[config.mk]
export PLATFORM = sky130hd
export DESIGN_NAME = mlaccel_memarb
export DESIGN_NICKNAME = d
export VERILOG_FILES = /design/src/rtl/mlaccel_pkg.sv /design/src/rtl/mlaccel_memarb_tagpipe.sv /design/src/rtl/mlaccel_memarb.sv
export SDC_FILE = /design/constraint.sdc
export NUM_CORES = 1
export LEC_CHECK = 0
export BUFFER_PORTS_ARGS = -buffer_cell sky130_fd_sc_hd__buf_2
export CAP_MARGIN = 0
export CORE_AREA = 2 2 118 120
export CTS_BUF_LIST = sky130_fd_sc_hd__clkbuf_16
export CTS_CLUSTER_SIZE = 16
export DETAILED_ROUTE_END_ITERATION = 6
export DIE_AREA = 0 0 120 122
export PLACE_DENSITY_LB_ADDON = 0.12
export SKIP_LAST_GASP = 1
export SYNTH_ARGS = -nofsm -noshare
export SYNTH_HDL_FRONTEND = slang
export SYNTH_HIERARCHICAL = 1
export SYNTH_SLANG_ARGS = --single-unit
[constraint.sdc]
create_clock -name clock -period 2.5 [get_ports clock]
set_clock_uncertainty 0.05 [all_clocks]
set_input_delay 0.5 -clock clock [delete_from_list [all_inputs] [get_ports clock]]
set_output_delay 0.5 -clock clock [all_outputs]
set_load 0.05 [all_outputs]
[src/rtl/mlaccel_pkg.sv]
// rtl/mlaccel_pkg.sv - shared widths, client enum and latency tag type for the mlaccel memory path
package mlaccel_pkg;
    localparam int MLACCEL_ADDR_W      = 16;
    localparam int MLACCEL_MEM_RDATA_W = 64;

    typedef enum logic [1:0] {
        NONE,
        CMEM,
        QMEM,
        SMEM
    } client_e;

    typedef struct packed {
        logic hrd;
        logic seq;
    } tag_t;
endpackage

[src/rtl/mlaccel_memarb_tagpipe.sv]
// rtl/mlaccel_memarb_tagpipe.sv - MEM_LAT-deep shift register of {host-read, seq} tags
module mlaccel_memarb_tagpipe
    import mlaccel_pkg::*;
#(
    parameter int MEM_LAT = 2
) (
    input  logic clock,
    input  logic reset,
    input  logic in_hrd,
    input  logic in_seq,
    output logic out_hrd,
    output logic out_seq
);

    tag_t pipe [0:MEM_LAT-1];

    always_ff @(posedge clock) begin
        if (reset) begin
            for (int i = 0; i < MEM_LAT; i++) begin
                pipe[i] <= '0;
            end
        end else begin
            pipe[0] <= '{hrd: in_hrd, seq: in_seq};
            for (int i = 1; i < MEM_LAT; i++) begin
                pipe[i] <= pipe[i-1];
            end
        end
    end

    // Last stage is registered, so a tag entered on the grant cycle emerges MEM_LAT cycles later.
    assign out_hrd = pipe[MEM_LAT-1].hrd;
    assign out_seq = pipe[MEM_LAT-1].seq;

endmodule

[src/rtl/mlaccel_memarb.sv]
// rtl/mlaccel_memarb.sv - compute/host/sequencer memory arbiter; MLACCEL_MEMARB_FAIR_EN enables host/seq round-robin
module mlaccel_memarb
    import mlaccel_pkg::*;
#(
    parameter int MEM_LAT = 2
) (
    input  logic                           clock,
    input  logic                           reset,
    input  logic                           cmem_ren,
    input  logic [1:0]                     cmem_wen,
    input  logic [MLACCEL_ADDR_W-1:0]      cmem_addr,
    input  logic [15:0]                    cmem_wdata,
    output logic [MLACCEL_MEM_RDATA_W-1:0] cmem_rdata,
    input  logic                           q_req,
    input  logic [1:0]                     q_write,
    input  logic [MLACCEL_ADDR_W-1:0]      q_addr,
    input  logic [15:0]                    q_wdata,
    output logic                           q_done,
    output logic                           q_rvalid,
    output logic [15:0]                    q_rdata,
    input  logic                           s_valid,
    input  logic [MLACCEL_ADDR_W-1:0]      s_addr,
    output logic                           s_ready,
    output logic [31:0]                    s_data,
    output logic [MLACCEL_ADDR_W-1:0]      mem_addr,
    output logic [1:0]                     mem_wen,
    output logic [15:0]                    mem_wdata,
    input  logic [MLACCEL_MEM_RDATA_W-1:0] mem_rdata
);

    client_e grant;
    logic    c_act;
    logic    q_elig;
    logic    s_elig;
    logic    s_inflight;
    logic    pick_seq;

    assign c_act  = cmem_ren | (|cmem_wen);
    assign q_elig = q_req & ~q_done;
    assign s_elig = s_valid & ~s_inflight;

`ifdef MLACCEL_MEMARB_FAIR_EN
    logic last_host;

    always_ff @(posedge clock) begin
        if (reset) begin
            last_host <= 1'b0;
        end else if (grant == QMEM) begin
            last_host <= 1'b1;
        end else if (grant == SMEM) begin
            last_host <= 1'b0;
        end
    end

    assign pick_seq = last_host;
`else
    assign pick_seq = 1'b0;
`endif

    always_comb begin
        grant = NONE;
        if (reset) begin
            grant = NONE;
        end else if (c_act) begin
            grant = CMEM;
        end else if (q_elig && s_elig) begin
            grant = pick_seq ? SMEM : QMEM;
        end else if (q_elig) begin
            grant = QMEM;
        end else if (s_elig) begin
            grant = SMEM;
        end
    end

    // Idle cycles leave the compute address on the bus so compute sees no added path delay.
    always_comb begin
        mem_addr  = cmem_addr;
        mem_wen   = 2'b00;
        mem_wdata = cmem_wdata;
        case (grant)
            CMEM: mem_wen = cmem_wen;
            QMEM: begin
                mem_addr  = q_addr;
                mem_wen   = q_write;
                mem_wdata = q_wdata;
            end
            SMEM: mem_addr = s_addr;
            default: ;
        endcase
    end

    always_ff @(posedge clock) begin
        if (reset) begin
            q_done     <= 1'b0;
            s_inflight <= 1'b0;
        end else begin
            q_done <= (grant == QMEM);
            if (grant == SMEM) begin
                s_inflight <= 1'b1;
            end else if (s_ready) begin
                s_inflight <= 1'b0;
            end
        end
    end

    mlaccel_memarb_tagpipe #(
        .MEM_LAT (MEM_LAT)
    ) u_tagpipe (
        .clock   (clock),
        .reset   (reset),
        .in_hrd  ((grant == QMEM) && (q_write == 2'b00)),
        .in_seq  (grant == SMEM),
        .out_hrd (q_rvalid),
        .out_seq (s_ready)
    );

    assign cmem_rdata = mem_rdata;
    assign q_rdata    = mem_rdata[15:0];
    assign s_data     = mem_rdata[31:0];

endmodule

==> metrics.md <==
| Metric | Value |
|---|---|
| Worst Setup EP | mem_wdata[6] |
| R2r endpoint | u_tagpipe/pipe[0][0]$_SDFF_PP0_ |
| Final setup viols | 0 |
| Die X-Extent | approximately 120 µm |
| Yosys Warn Count | 6 |
| Reg2reg path depth | 4 |
| Post-synthesis cell count | between 200 and 250 |
| # IOs | 302 |
| Placer Congestion | 0.671 |
| CTS tree | yes |
| CP Launch Point | cmem_wen[1] |
| Starting DRT DRC Count | 43 |
| Setup bufs post-CTS | 0 |
| Reg-to-Reg Start | q_done$_SDFF_PP0_ |
| CTS Hold Bufs | 0 |
| Nets | 380 |
| Pwr/cell area | 366 mW/mm² |
| Final Max Slew Viols | 0 |
| Sequential share of power | between 10% and 20% |
| Clock Latency Late Sink | 230 ps |
| Cell variety after synth | 20 |
| Outcome | finished, final reports clean |
| GRT overflow | 0 |
| Final core occ | 14.3% |
| Vias post-DR | 1346 |
| First-pass GRT wire length | roughly 7600 µm |
| Total GRT Usage | 6.71% |
| Syn nets | 362 |
| Die Height | 122 µm |
| N_diodes | 0 |
| Max cap viols | 0 |
| Initial Util | 13.3% |
| CTS sink count | 6 |
| H-Tree Depth | 1 |
| Post-route cell area | 0.00193 mm² |
| CP arrival | 1850 ps |
| Area Overhead vs Synth | 7.60% |
| Peak supply drop | 156 µV |
| Die area | 0.0146 mm² |
| Max FO, Critical Path | 20 |
| Pin count of the biggest net entering global routing | 21 |
| Comb pwr share | approximately half |
| Average size of a mapped cell | 8.59 µm² |
| Vias per cell | 3.32 |
| Rows | 43 |
| Clk buf depth | 2 |
| LEAKAGE | 0.000900 µW |
| Fraction of layout cells with a size suffix above 1 | 74.7% |
| Tmin final | 2400 ps |
| Crit. End Element | output port |
| Num CTS Buffers | 3 |
| Hold Crit Class | reg -> reg |
| Fmax | 417 MHz |
| Reg clk slew, reported paths | roughly 40 ps |
| Fin. Hold Viols | 0 |
| Pint | 436 µW |
| Routed WL | 5270 µm |
| Core Region | 0.0135 mm² |
| Power share of the clock group | a little under two fifths |
| Drt pass-1 iters | 4 |
| Seq/Total Area, Yosys | 6.69% |
| Dpl hpwl | 4310 µm |
| RSZ-0062 raised after global routing | false |
| Setup CP Type | in -> out |
| FILL cells | 1562 |
| Slew headroom | 74.4% |
| I/O Buffers | 125 |
| FF+latch count, synth | 6 |
| Post-route ant nets | 0 |
| Period utilisation layout | 95.8% |
| Worst-Margin Slew | between 300 and 400 ps |
| Vias in the first global route | 1434 |
| Startpoint types | input port |
| Root Driver | clkbuf_16 |
| Routed wire per std cell | 13.0 µm |
| Net Sw Frac | 38.4% |
| P_sw | 271 µW |
| DRC errors left | 0 |
| Area after DPL | 0.00185 mm² |
| Initial antenna violation count | 0 |
| CP required | 1950 ps |
| R2r setup slk | around 1100 ps |
| Cell area after synthesis | ~0.0018 mm² |
==> worst max-delay path: stages <==
cell	delay [ps]
buf_2	120
nor4_4	310
and2_4	210
buf_12	150
mux2_1	340
buf_2	210
==> layout by cell type, fill, tap and decap left out, types with 2 or more instances in the layout <==
cell / count
a22o_1: 2
a2bb2oi_1: 6
a2bb2oi_2: 10
buf_12: 2
buf_2: 125
buf_4: 8
clkbuf_16: 3
dfxtp_1: 6
mux2_1: 16
nand2b_1: 2
nor2b_1: 4
nor3b_1: 2
o31ai_1: 16
or3b_2: 16
==> power groups by stage <==
stage / logic, µW / clock network [µW] / registers, µW
2_1_floorplan: 700 / 0 / 100
3_3_place_gp: 348 / 0 / 99.7
3_5_place_dp: 347 / 0 / 99.7
4_1_cts: 348 / 274 / 98.2
5_1_grt: 370 / 279 / 98.3
6_report: 343 / 266 / 98.2
==> cell type report <==
cell class | instances | area [µm²] | share of cell area (%)
Clock buffer | 3 | 75.1 | 3.89
Inverter | 1 | 3.75 | 0.194
Sequential cell | 6 | 120 | 6.22
Tap cell | 180 | 225 | 11.7
Multi-Input combinational cell | 80 | 782 | 40.5
Timing Repair Buffer | 135 | 726 | 37.6
==> worst min-delay path by stage <==
stage	from	to	slack [ps]	cells past startpoint
6_report	u_tagpipe/pipe[0][0]$_SDFF_PP0_	u_tagpipe/pipe[0][2]$_SDFF_PP0_	390	1
5_1_grt	u_tagpipe/pipe[0][0]$_SDFF_PP0_	u_tagpipe/pipe[0][2]$_SDFF_PP0_	400	1
4_1_cts	u_tagpipe/pipe[0][0]$_SDFF_PP0_	u_tagpipe/pipe[0][2]$_SDFF_PP0_	390	1
3_5_place_dp	s_inflight$_SDFFE_PP0P_	s_inflight$_SDFFE_PP0P_	390	1
3_3_place_gp	u_tagpipe/pipe[0][0]$_SDFF_PP0_	u_tagpipe/pipe[0][2]$_SDFF_PP0_	370	1
2_1_floorplan	u_tagpipe/pipe[0][0]$_SDFF_PP0_	u_tagpipe/pipe[0][2]$_SDFF_PP0_	360	1
==> synth_stat cells (all sizes together) <==
cell type / number / area [µm²]
clkbuf: 6 / 22.5
a21boi: 1 / 18.8
nor4: 1 / 21.3
a22o: 2 / 17.5
nor2: 1 / 3.75
nor2b: 5 / 31.3
inv: 1 / 3.75
o31ai: 16 / 120
nor3b: 2 / 15.0
mux2: 16 / 180
or3b: 16 / 140
a2bb2oi: 16 / 203
buf: 116 / 872
a21o: 1 / 7.51
dfxtp: 6 / 120
and2: 1 / 6.26
nand2b: 2 / 12.5
==> metal layers <==
| metal | vias up | GRT usage [%] | routed length [µm] | share of wire (%) |
|---|---|---|---|---|
| met4 | 0 | 2.94 | 136 | 2.6 |
| met5 | - | 0 | 0 | 0 |
| met1 | 603 | 6.63 | 1730 | 33 |
| met3 | 18 | 2.20 | 544 | 10 |
| li1 | 643 | - | - | - |
| met2 | 82 | 12.7 | 2860 | 54 |
==> metrics by stage <==
| stage | power, µW | instances | worst slack [ps] | hold WS, ps | TNS (ps) |
|---|---|---|---|---|---|
| after floorplan | 800 | 209 | -150 | 364 | -903 |
| after global placement | 448 | 402 | 55.5 | 367 | 0 |
| after detailed placement | 446 | 402 | 51.7 | 387 | 0 |
| after CTS | 720 | 405 | 43.2 | 386 | 0 |
| after global routing | 747 | 405 | 14.1 | 395 | 0 |
| final | 707 | 405 | 105 | 387 | 0 |
==> flip-flops by register name, summed over array words and instances, names as in the netlist <==
signal          count
s_inflight          1
q_done              1
u_tagpipe/pipe      4
==> cells by family after synthesis <==
kind of cell           after synthesis  share of synthesized area (%)
buffers and inverters              123                           50.0
DFF                                  6                           6.69
muxes                               16                           10.0
and+or+nand+nor                     28                           12.8
AOI/OAI and AO/OA                   36                           20.4
==> timing repair <==
item                                    4_1_cts  5_1_grt
endpoints found under the hold margin         0        0
endpoints found under the setup margin        0       16
resized for setup                             0        2
Note: power is estimated with default switching activity, not from simulation.
